[src/rtl/jtframe_db9_merge_if.sv]
// rtl/jtframe_db9_merge_if.sv - DB9/USB joystick merge bundle
// Signals:
//   db9_en              1 = DB9 path active
//   db9_joy1/db9_joy2   12-bit pad words from the DB9 reader, async to clk
//   usb_joy1/usb_joy2   12-bit USB joystick words, sync to clk
//   joy1/joy2           12-bit merged joystick words, registered
//   db9_present         sticky per-pad presence flags
//   osd_req             one-cycle OSD request pulse
// Modports: master drives the inputs and observes results; slave is the merge block.
interface jtframe_db9_merge_if;
    logic        db9_en;
    logic [11:0] db9_joy1;
    logic [11:0] db9_joy2;
    logic [11:0] usb_joy1;
    logic [11:0] usb_joy2;
    logic [11:0] joy1;
    logic [11:0] joy2;
    logic [1:0]  db9_present;
    logic        osd_req;

    modport master (
        output db9_en, db9_joy1, db9_joy2, usb_joy1, usb_joy2,
        input  joy1, joy2, db9_present, osd_req
    );

    modport slave (
        input  db9_en, db9_joy1, db9_joy2, usb_joy1, usb_joy2,
        output joy1, joy2, db9_present, osd_req
    );
endinterface

[src/rtl/jtframe_db9_merge.sv]
// rtl/jtframe_db9_merge.sv - DB9 pad resync/debounce/SOCD filter, USB merge and Mode+Start OSD request
// Ports:
//   clk   system clock
//   rst   synchronous reset, active high
//   bus   jtframe_db9_merge_if.slave (db9_en, db9_joy1/2, usb_joy1/2 in; joy1/2, db9_present, osd_req out)
// Pad word format {M,S,Z,Y,X,C,B,A,U,D,L,R}, 1 = pressed.
module jtframe_db9_merge #(
    parameter int TICK_DIV  = 10,
    parameter int DBW       = 4,
    parameter int CMB_TICKS = 256
) (
    input  logic                    clk,
    input  logic                    rst,
    jtframe_db9_merge_if.slave      bus
);
    localparam logic [DBW-1:0] DB_MAX = '1;
    localparam logic [DBW-1:0] DB_TOP = DB_MAX - 1'b1;
    localparam logic [15:0]    HC_TOP = 16'(CMB_TICKS - 1);

    typedef enum logic [1:0] {IDLE, HOLD, FIRE, WAIT} state_t;

    logic [TICK_DIV-1:0] r_tick_cnt;
    logic                w_tick;
    logic [11:0]         w_in   [2];
    logic [11:0]         r_s1   [2];
    logic [11:0]         r_s2   [2];
    logic [11:0]         r_samp [2];
    logic [11:0]         r_deb  [2];
    logic [DBW-1:0]      r_cnt  [2];
    logic [11:0]         w_f1, w_f2, w_db1;
    logic                w_ms, w_ms_any;
    state_t              r_state, w_state_nx;
    logic [15:0]         r_hcnt;
    logic                w_osd, w_mask;
    logic [11:0]         r_joy1, r_joy2;
    logic [1:0]          r_present;

    function automatic logic [11:0] socd(input logic [11:0] w);
        logic [11:0] r;
        r = w;
        if (w[3] && w[2]) r[3:2] = 2'b00;
        if (w[1] && w[0]) r[1:0] = 2'b00;
        return r;
    endfunction

    assign w_in[0] = bus.db9_joy1;
    assign w_in[1] = bus.db9_joy2;

    // Free-running sample tick, one clk per counter wrap.
    assign w_tick = &r_tick_cnt;
    always_ff @(posedge clk) begin
        if (rst) r_tick_cnt <= '0;
        else     r_tick_cnt <= r_tick_cnt + 1'b1;
    end

    // Resync and debounce; the sync flops keep running while the DB9 path is off.
    always_ff @(posedge clk) begin
        for (int p = 0; p < 2; p++) begin
            if (rst) begin
                r_s1[p]   <= '0;
                r_s2[p]   <= '0;
                r_samp[p] <= '0;
                r_deb[p]  <= '0;
                r_cnt[p]  <= '0;
            end else begin
                r_s1[p] <= w_in[p];
                r_s2[p] <= r_s1[p];
                if (!bus.db9_en) begin
                    r_samp[p] <= '0;
                    r_deb[p]  <= '0;
                    r_cnt[p]  <= '0;
                end else if (w_tick) begin
                    // A change on the tick always restarts the count, even if deb was due.
                    if (r_s2[p] != r_samp[p]) begin
                        r_samp[p] <= r_s2[p];
                        r_cnt[p]  <= '0;
                    end else if (r_cnt[p] != DB_MAX) begin
                        r_cnt[p] <= r_cnt[p] + 1'b1;
                        if (r_cnt[p] == DB_TOP) r_deb[p] <= r_samp[p];
                    end
                end
            end
        end
    end

    assign w_f1     = socd(r_deb[0]);
    assign w_f2     = socd(r_deb[1]);
    assign w_ms     = w_f1[11] & w_f1[10];
    assign w_ms_any = w_f1[11] | w_f1[10];

    // Combo FSM: state register
    always_ff @(posedge clk) begin
        if (rst) r_state <= IDLE;
        else     r_state <= w_state_nx;
    end

    // Combo FSM: next state
    always_comb begin
        w_state_nx = r_state;
        case (r_state)
            IDLE: if (w_ms) w_state_nx = HOLD;
            HOLD: begin
                if (!w_ms)                          w_state_nx = IDLE;
                else if (w_tick && r_hcnt == HC_TOP) w_state_nx = FIRE;
            end
            FIRE: w_state_nx = WAIT;
            WAIT: if (!w_ms_any) w_state_nx = IDLE;
            default: w_state_nx = IDLE;
        endcase
        if (!bus.db9_en) w_state_nx = IDLE;
    end

    // Combo FSM: outputs. Masking follows the next state so the combo is hidden
    // from the very first cycle it is seen, not one cycle late.
    always_comb begin
        w_osd  = (r_state == FIRE);
        w_mask = (w_state_nx != IDLE);
    end

    always_ff @(posedge clk) begin
        if (rst || !bus.db9_en || r_state != HOLD) r_hcnt <= '0;
        else if (w_tick)                           r_hcnt <= r_hcnt + 1'b1;
    end

    assign w_db1 = w_mask ? {2'b00, w_f1[9:0]} : w_f1;

    always_ff @(posedge clk) begin
        if (rst) begin
            r_joy1    <= '0;
            r_joy2    <= '0;
            r_present <= '0;
        end else begin
            r_joy1 <= bus.usb_joy1 | (bus.db9_en ? w_db1 : 12'h000);
            r_joy2 <= bus.usb_joy2 | (bus.db9_en ? w_f2  : 12'h000);
            if (!bus.db9_en) r_present <= '0;
            else             r_present <= r_present | {|w_f2, |w_f1};
        end
    end

    assign bus.joy1        = r_joy1;
    assign bus.joy2        = r_joy2;
    assign bus.db9_present = r_present;
    assign bus.osd_req     = w_osd;
endmodule

[src/flat_wrapper.sv]
// flat-port wrapper written by rule: the top's interface ports become plain ports
module jtframe_db9_merge_flat 
#(
    parameter int TICK_DIV  = 10,
    parameter int DBW       = 4,
    parameter int CMB_TICKS = 256
)
  (clk, rst, bus_db9_en, bus_db9_joy1, bus_db9_joy2, bus_usb_joy1, bus_usb_joy2, bus_joy1, bus_joy2, bus_db9_present, bus_osd_req);
  jtframe_db9_merge_if bus_i ();
  input  logic clk;
  input  logic rst;
  input wire logic [$bits(bus_i.db9_en)-1:0] bus_db9_en;
  input wire logic [$bits(bus_i.db9_joy1)-1:0] bus_db9_joy1;
  input wire logic [$bits(bus_i.db9_joy2)-1:0] bus_db9_joy2;
  input wire logic [$bits(bus_i.usb_joy1)-1:0] bus_usb_joy1;
  input wire logic [$bits(bus_i.usb_joy2)-1:0] bus_usb_joy2;
  output wire logic [$bits(bus_i.joy1)-1:0] bus_joy1;
  output wire logic [$bits(bus_i.joy2)-1:0] bus_joy2;
  output wire logic [$bits(bus_i.db9_present)-1:0] bus_db9_present;
  output wire logic [$bits(bus_i.osd_req)-1:0] bus_osd_req;
  assign bus_i.db9_en = bus_db9_en;
  assign bus_i.db9_joy1 = bus_db9_joy1;
  assign bus_i.db9_joy2 = bus_db9_joy2;
  assign bus_i.usb_joy1 = bus_usb_joy1;
  assign bus_i.usb_joy2 = bus_usb_joy2;
  assign bus_joy1 = bus_i.joy1;
  assign bus_joy2 = bus_i.joy2;
  assign bus_db9_present = bus_i.db9_present;
  assign bus_osd_req = bus_i.osd_req;
  jtframe_db9_merge #(.TICK_DIV(TICK_DIV), .DBW(DBW), .CMB_TICKS(CMB_TICKS)) u_core (.clk(clk), .rst(rst), .bus(bus_i));
endmodule
[config.mk]
export PLATFORM = sky130hd
export DESIGN_NAME = jtframe_db9_merge_flat
export DESIGN_NICKNAME = d
export VERILOG_FILES = /design/src/rtl/jtframe_db9_merge_if.sv /design/src/rtl/jtframe_db9_merge.sv /design/src/flat_wrapper.sv
export SDC_FILE = /design/constraint.sdc
export NUM_CORES = 1
export LEC_CHECK = 0
export CAP_MARGIN = 20
export CORE_ASPECT_RATIO = 0.7
export CORE_MARGIN = 2
export CORE_UTILIZATION = 55
export DETAILED_ROUTE_END_ITERATION = 8
export PLACE_DENSITY = 0.79
export SETUP_SLACK_MARGIN = 0.15
export SKIP_LAST_GASP = 1
export SYNTH_ARGS = -nofsm -noshare
export SYNTH_HDL_FRONTEND = slang
export SYNTH_SLANG_ARGS = --single-unit
[constraint.sdc]
create_clock -name clk -period 3 [get_ports clk]
set_input_delay 0.75 -clock clk [delete_from_list [all_inputs] [get_ports clk]]
set_output_delay 0.75 -clock clk [all_outputs]
set_load 0.03 [all_outputs]
==> results of run 1 <==
metrics by stage:
stage	power (mW)	instances	util (%)
floorplan	2.55	562	-
global placement	2.70	779	64.6
detailed placement	2.71	779	64.6
CTS	4.73	811	69.8
global route	4.86	811	69.8
finish	4.70	811	69.8
flip-flops by register name, summed over array words and instances (netlist names):
name / count
u_core.r_cnt: 8
u_core.bus.db9_present: 2
u_core.r_deb: 24
u_core.r_tick_cnt: 10
u_core.bus.joy2: 12
u_core.bus.joy1: 12
u_core.r_s2: 24
u_core.r_s1: 24
u_core.r_hcnt: 16
u_core.r_state: 2
u_core.r_samp: 24
worst max-delay path: cells and delay by family, from the launching register on:
kind / cells / cell delay (ps)
flops: 1 / 430
simple gates: 1 / 150
buf+inv: 1 / 670
report_power, final:
group | total [mW] | switching (mW) | internal (mW)
clock | 2.04 | 0.935 | 1.10
combinational | 0.311 | 0.157 | 0.154
sequential | 2.35 | 0.0499 | 2.30
total | 4.70 | 1.14 | 3.56
worst max path at each step:
stage / to / from / slack, ps
final: bus_osd_req / u_core.r_state[1] / 580
after global routing: bus_osd_req / u_core.r_state[1] / 480
after CTS: bus_osd_req / u_core.r_state[1] / 580
after detailed placement: u_core.r_deb[1][2] / bus_db9_en / 290
after global placement: u_core.r_deb[1][2] / bus_db9_en / 330
after floorplan: u_core.r_deb[1][0] / u_core.r_samp[1][5] / 340
logic make-up after synthesis:
kind of cell	count (synthesis)	share of synthesized area [%]
and+or+nand+nor	221	21.6
DFF	158	59.7
AOI/OAI and AO/OA	67	6.00
buffers and inverters	65	4.73
xor gates and xnor gates	36	5.05
adders and majority gates	14	2.81
muxes	1	0.160
metal layers:
metal	GRT usage, %	part of all wire, %	up-vias
met5	0	0	-
met4	6.61	1.2	0
met3	5.26	5.1	17
met2	31.9	46	108
met1	26.3	48	1894
li1	-	-	2119
cells in the final DEF, fill, tap and decap left out, types with 2 or more instances in the layout:
| cell type | synthesis | final |
|---|---|---|
| inv_4 | 0 | 2 |
| buf_4 | 0 | 12 |
| xor2_1 | 33 | 33 |
| nand2b_1 | 3 | 3 |
| or4_1 | 10 | 10 |
| dfxtp_1 | 102 | 102 |
| clkbuf_16 | 0 | 17 |
| nand3_1 | 7 | 7 |
| nand4_1 | 9 | 9 |
| nor4_1 | 7 | 7 |
| nand2_1 | 9 | 9 |
| and2_1 | 24 | 24 |
| o31ai_1 | 9 | 9 |
| inv_8 | 0 | 5 |
| clkinvlp_4 | 0 | 3 |
| nor2_1 | 38 | 38 |
| nor4b_1 | 2 | 2 |
| inv_1 | 40 | 40 |
| nor4_2 | 3 | 3 |
| nand4b_4 | 2 | 2 |
| nor2b_1 | 52 | 52 |
| ha_1 | 14 | 14 |
| nor3_1 | 33 | 33 |
| xnor2_1 | 3 | 3 |
| a31oi_1 | 6 | 6 |
| and4_1 | 6 | 6 |
| a21oi_1 | 39 | 39 |
| nand4b_1 | 5 | 5 |
| and3_1 | 3 | 3 |
| or3_1 | 3 | 3 |
| o21ai_0 | 10 | 10 |
| inv_6 | 0 | 4 |
| edfxtp_1 | 56 | 56 |
| clkdlybuf4s50_1 | 0 | 76 |
cell type report:
class | count | area, µm²
fill | 797 | 3340
clock buffer | 17 | 425
clock inverter | 15 | 143
timing repair buffer | 89 | 856
multi-input combinational | 339 | 2220
tap | 153 | 191
sequential | 158 | 3720
inverter | 40 | 150
==> run metrics, run 1 <==
outcome=complete, no violations; CTS Buffer Depth=2; Synth Register Bits=158; LEAKAGE=2.99 nW; Mean Syn Cell Area=11.1 µm²; Setup-failing EPs final=0; Layout area overhead=23.6%; Final WS setup=584 ps; H-tree depth=4; crit-path max FO=7; max incr delay on CP=670 ps; post-synth top area cell=dfxtp_1; initial antenna violation count=0; syn_nets=627; Hold Violations, Final=0; Setup Skew=9.09 ps; total core area=11,100 µm²; sequential area share after synthesis=59.7%; Synth cell types=41; I/O pins=78; row cnt=32; Post-DRT Antenna Nets=0; routed len/inst=14.3 µm; critical path data arrival time=1670 ps; root buf cell=clkbuf_16; Max Freq=414 MHz; DRC errors left=0; Post-synth top cells=dfxtp_1 (102), edfxtp_1 (56), nor2b_1 (52); GR Overflow Total=0; required time worst endpoint=2250 ps; worst slew pin tran=801 ps; iteration-0 DRC count of the detailed router=268; RePlAce Congestion=0.771; Pre-Repair DR Iteration Count=4; fin nets=710; via count=4,138; most area-consuming cells after synthesis=dfxtp_1 (33%), edfxtp_1 (27%), nor2b_1 (5.2%), xor2_1 (4.6%), a21oi_1 (3.1%); final slew viol count=0; first-pass GRT wire length=18.9 mm; share of post-route cells with drive strength above 1=8.05%; R2R Path End=u_core.r_deb[1][0]; CTS tree=built; cells on worst reg2reg path=6; post-DP HPWL=8.05 mm; Worst slew margin=46.1%; Hold Crit Start=u_core.r_s1[0][2]; Pwr Density=609 nW/µm²; count leader, synth=dfxtp_1; unrepaired setup endpoints after global routing=no; GRT Util Overall=19.8%; Die Span X=131 µm; critical path's slowest cell=clkdlybuf4s50_1; hold_ws=437 ps; Post-CTS Resized=0; cell breakdown of the critical path=nor2b_1 -> clkdlybuf4s50_1; die area=12,200 µm²; Max-Cap Viols=0; critical path launch point type=register; post-route setup TNS=0 ps; total CTS buffers=17; IO Port Bufs=77; Post-CTS Setup Inserts=0; flop2flop setup slack=670 ps; n_diodes=0; Tcrit/Tclk final=80.5%; number of global-route vias before repair=3,900; Starting Density=56.5%; Clock Latency Late Sink=420 ps; ys flop type=dfxtp_1; warnings from Yosys=0; Worst VDD drop=0.516 mV; min-delay worst type=register to register; Clk pin slew, worst setup/hold paths=70 ps; Post-Place Setup Slack=287 ps; Post-Synthesis Cells=562; placed inst area=7140 µm²; Final Instance Area=7710 µm²; WHS Endpoint=u_core.r_s2[0][2]; Hold Path Stages=1; RR Startpoint=u_core.r_tick_cnt[0]; Routed WL=11.6 mm; Syn Std Cell Area=6240 µm²; Die Y=93.1 µm; Synth top area share=32.7%; Critical Path End Type=primary output; CP Class=register to primary output; async set-reset flop share out of synthesis=0%; min Tclk post-route=2420 ps; number of enable flip-flop cells after synthesis=56; vias per cell=5.10; clk sink count=158; Hold-fix buffers, CTS=0; largest net degree at the start of global routing=84
Power figures use the tool's default switching activity.
==> run 2: changes to the inputs <==
==> constraint.sdc (replaced) <==
create_clock -name clk -period 2.33 [get_ports clk]
set_input_delay 0.5825 -clock clk [delete_from_list [all_inputs] [get_ports clk]]
set_output_delay 0.5825 -clock clk [all_outputs]
set_load 0.03 [all_outputs]
==> run metrics, run 2 (synthesis results as in run 1) <==
Die Y=93.1 µm (unchanged); CTS tree=built; n_diodes=0 (unchanged); DRC errors left=0 (unchanged); routed len/inst=13.9 µm (-2.9%); unrepaired setup endpoints after global routing=no; Setup Skew=13.7 ps (+4.65 ps); min Tclk post-route=2050 ps; first-pass GRT wire length=19.1 mm (+1.2%); commonest non-fill, non-tap cell in the layout=dfxtp_1; cell breakdown of the critical path=ha_1 -> and4_4 -> nand4_1 -> buf_4 -> nand4b_4 -> o21ai_2 -> buf_12; required time worst endpoint=2460 ps (+210 ps); post-route setup TNS=0 ps (unchanged); max incr delay on CP=370 ps (-300 ps); outcome=complete, no violations; largest net degree at the start of global routing=84 (unchanged); iteration-0 DRC count of the detailed router=311 (+16%); row cnt=32 (unchanged); hold_ws=434 ps (-3.52 ps); Max-Cap Viols=0 (unchanged); I/O pins=78 (unchanged); instance count on the critical path=7 (+5); Tcrit/Tclk final=87.8%; total CTS buffers=17 (unchanged); cells on worst reg2reg path=7 (+1); RePlAce Congestion=0.793 (+2.8%); Final WS setup=283 ps (-301 ps); fin nets=717 (+0.99%); clk sink count=158 (unchanged); Hold Violations, Final=0 (unchanged); Power, Total=6.13 mW (+31%); Clock Latency Late Sink=420 ps (about the same); Post-CTS Setup Inserts=0 (unchanged); critical path launch point type=register; number of global-route vias before repair=4,025 (+3.2%); Hold Path Stages=1 (unchanged); Fill cells=789 (-1.0%); critical path's slowest cell=dfxtp_1; via count=4,201 (+1.5%); root buf cell=clkbuf_16; Post-Place Setup Slack=-73.3 ps (-360 ps); vias per cell=5.14 (+0.65%); total core area=11,100 µm² (unchanged); Worst VDD drop=0.512 mV (-0.78%); initial antenna violation count=0 (unchanged); Hold-fix buffers, CTS=0 (unchanged); Pre-Repair DR Iteration Count=5 (+1); Routed WL=11.4 mm (-2.0%); die area=12,200 µm² (unchanged); CP Class=register to register; crit-path max FO=12 (+5); Worst slew margin=48.1% (+2.0 points); final slew viol count=0 (unchanged); Pwr Density=783 nW/µm² (+28%); post-DP HPWL=8.03 mm (-0.30%); LEAKAGE=3.06 nW (+2.5%); critical path's top delay family=simple AND/OR/NAND/NOR gates; Die Span X=131 µm (unchanged); Layout area overhead=25.6%; post-layout util=70.9% (+1.1 points); IO Port Bufs=77 (unchanged); Clk pin slew, worst setup/hold paths=60 ps (about the same); GRT Util Overall=19.9% (+0.096 points); Max Freq=489 MHz; H-tree depth=4 (unchanged); min-delay worst type=register to register; Post-DRT Antenna Nets=0 (unchanged); Starting Density=56.5% (unchanged); GR Overflow Total=0 (unchanged); CP bufs+invs=2 (+1); Setup-failing EPs final=0 (unchanged); share of post-route cells with drive strength above 1=9.17% (+1.1 points); worst slew pin tran=778 ps (-22.7 ps); commonest cells after routing, fill and taps aside=dfxtp_1 (102), clkdlybuf4s50_1 (75), edfxtp_1 (56); CTS Buffer Depth=2 (unchanged); critical path data arrival time=2180 ps (+510 ps); Critical Path End Type=register
==> run 2: changes by cell type in the layout (fill, tap and decap cells not counted), sizes merged <==
cell           delta
inv               -3
clkbuf            +3
dlygate4sd2       +1
clkinvlp          -3
clkdlybuf4s50     -1
clkinv            +2
buf               +7
bufinv            +1
==> run 2: where the power goes <==
part | switching (mW) | internal (mW) | leakage, nW
Sequential | 0.0616 | 2.96 | 1.46
Clock | 1.12 | 1.56 | 0.288
Combinational | 0.207 | 0.215 | 1.31
Total | 1.39 | 4.74 | 3.06
==> run 2: layout make-up <==
cell class                 count  area, µm²  share of cell area, %
sequential                   158       3720                   47.5
multi-input combinational    339       2230                   28.5
timing repair buffer          96        957                   12.2
clock buffer                  20        458                   5.84
tap                          153        191                   2.44
inverter                      40        150                   1.92
clock inverter                12        124                   1.58
==> run 2: final timing paths <==
kind                             end  slack, ps                  from
setup / recovery  u_core.r_deb[0][5]        280  u_core.r_tick_cnt[0]
hold / removal     u_core.r_s2[0][5]        430     u_core.r_s1[0][5]
setup reg to reg  u_core.r_deb[0][5]        280  u_core.r_tick_cnt[0]
hold reg to reg    u_core.r_s2[0][5]        430     u_core.r_s1[0][5]
==> run 2: what timing repair did <==
item | 4_1_cts | 5_1_grt
endpoints found under the setup margin | 5 | 69
gates resized for setup | 2 | 2
pin swaps | 0 | 0
==> run 2: through the flow <==
| stage | std cells | cell area [µm²] |
|---|---|---|
| after detailed placement | 786 | 7250 |
| after global placement | 786 | 7250 |
| after CTS | 818 | 7830 |
| final | 818 | 7840 |
| after global routing | 818 | 7840 |
| after floorplan | 562 | 6250 |
==> run 2: per-layer routing <==
metal / global-route usage [%] / share of wire, %
met1: 26.6 / 47
met2: 30.7 / 45
met3: 4.93 / 6.0
met4: 9.60 / 2.6
met5: 0 / 0
==> run 3: changes to the inputs <==
--- a/config.mk
+++ b/config.mk
@@ -9,6 +9,7 @@
 export CORE_ASPECT_RATIO = 0.7
 export CORE_MARGIN = 2
 export CORE_UTILIZATION = 55
+export CTS_CLUSTER_SIZE = 14
 export DETAILED_ROUTE_END_ITERATION = 8
 export PLACE_DENSITY = 0.79
 export SETUP_SLACK_MARGIN = 0.15
==> results of run 3 <==
Same layout as run 2: the final DEF is identical, and so are final timing and power.
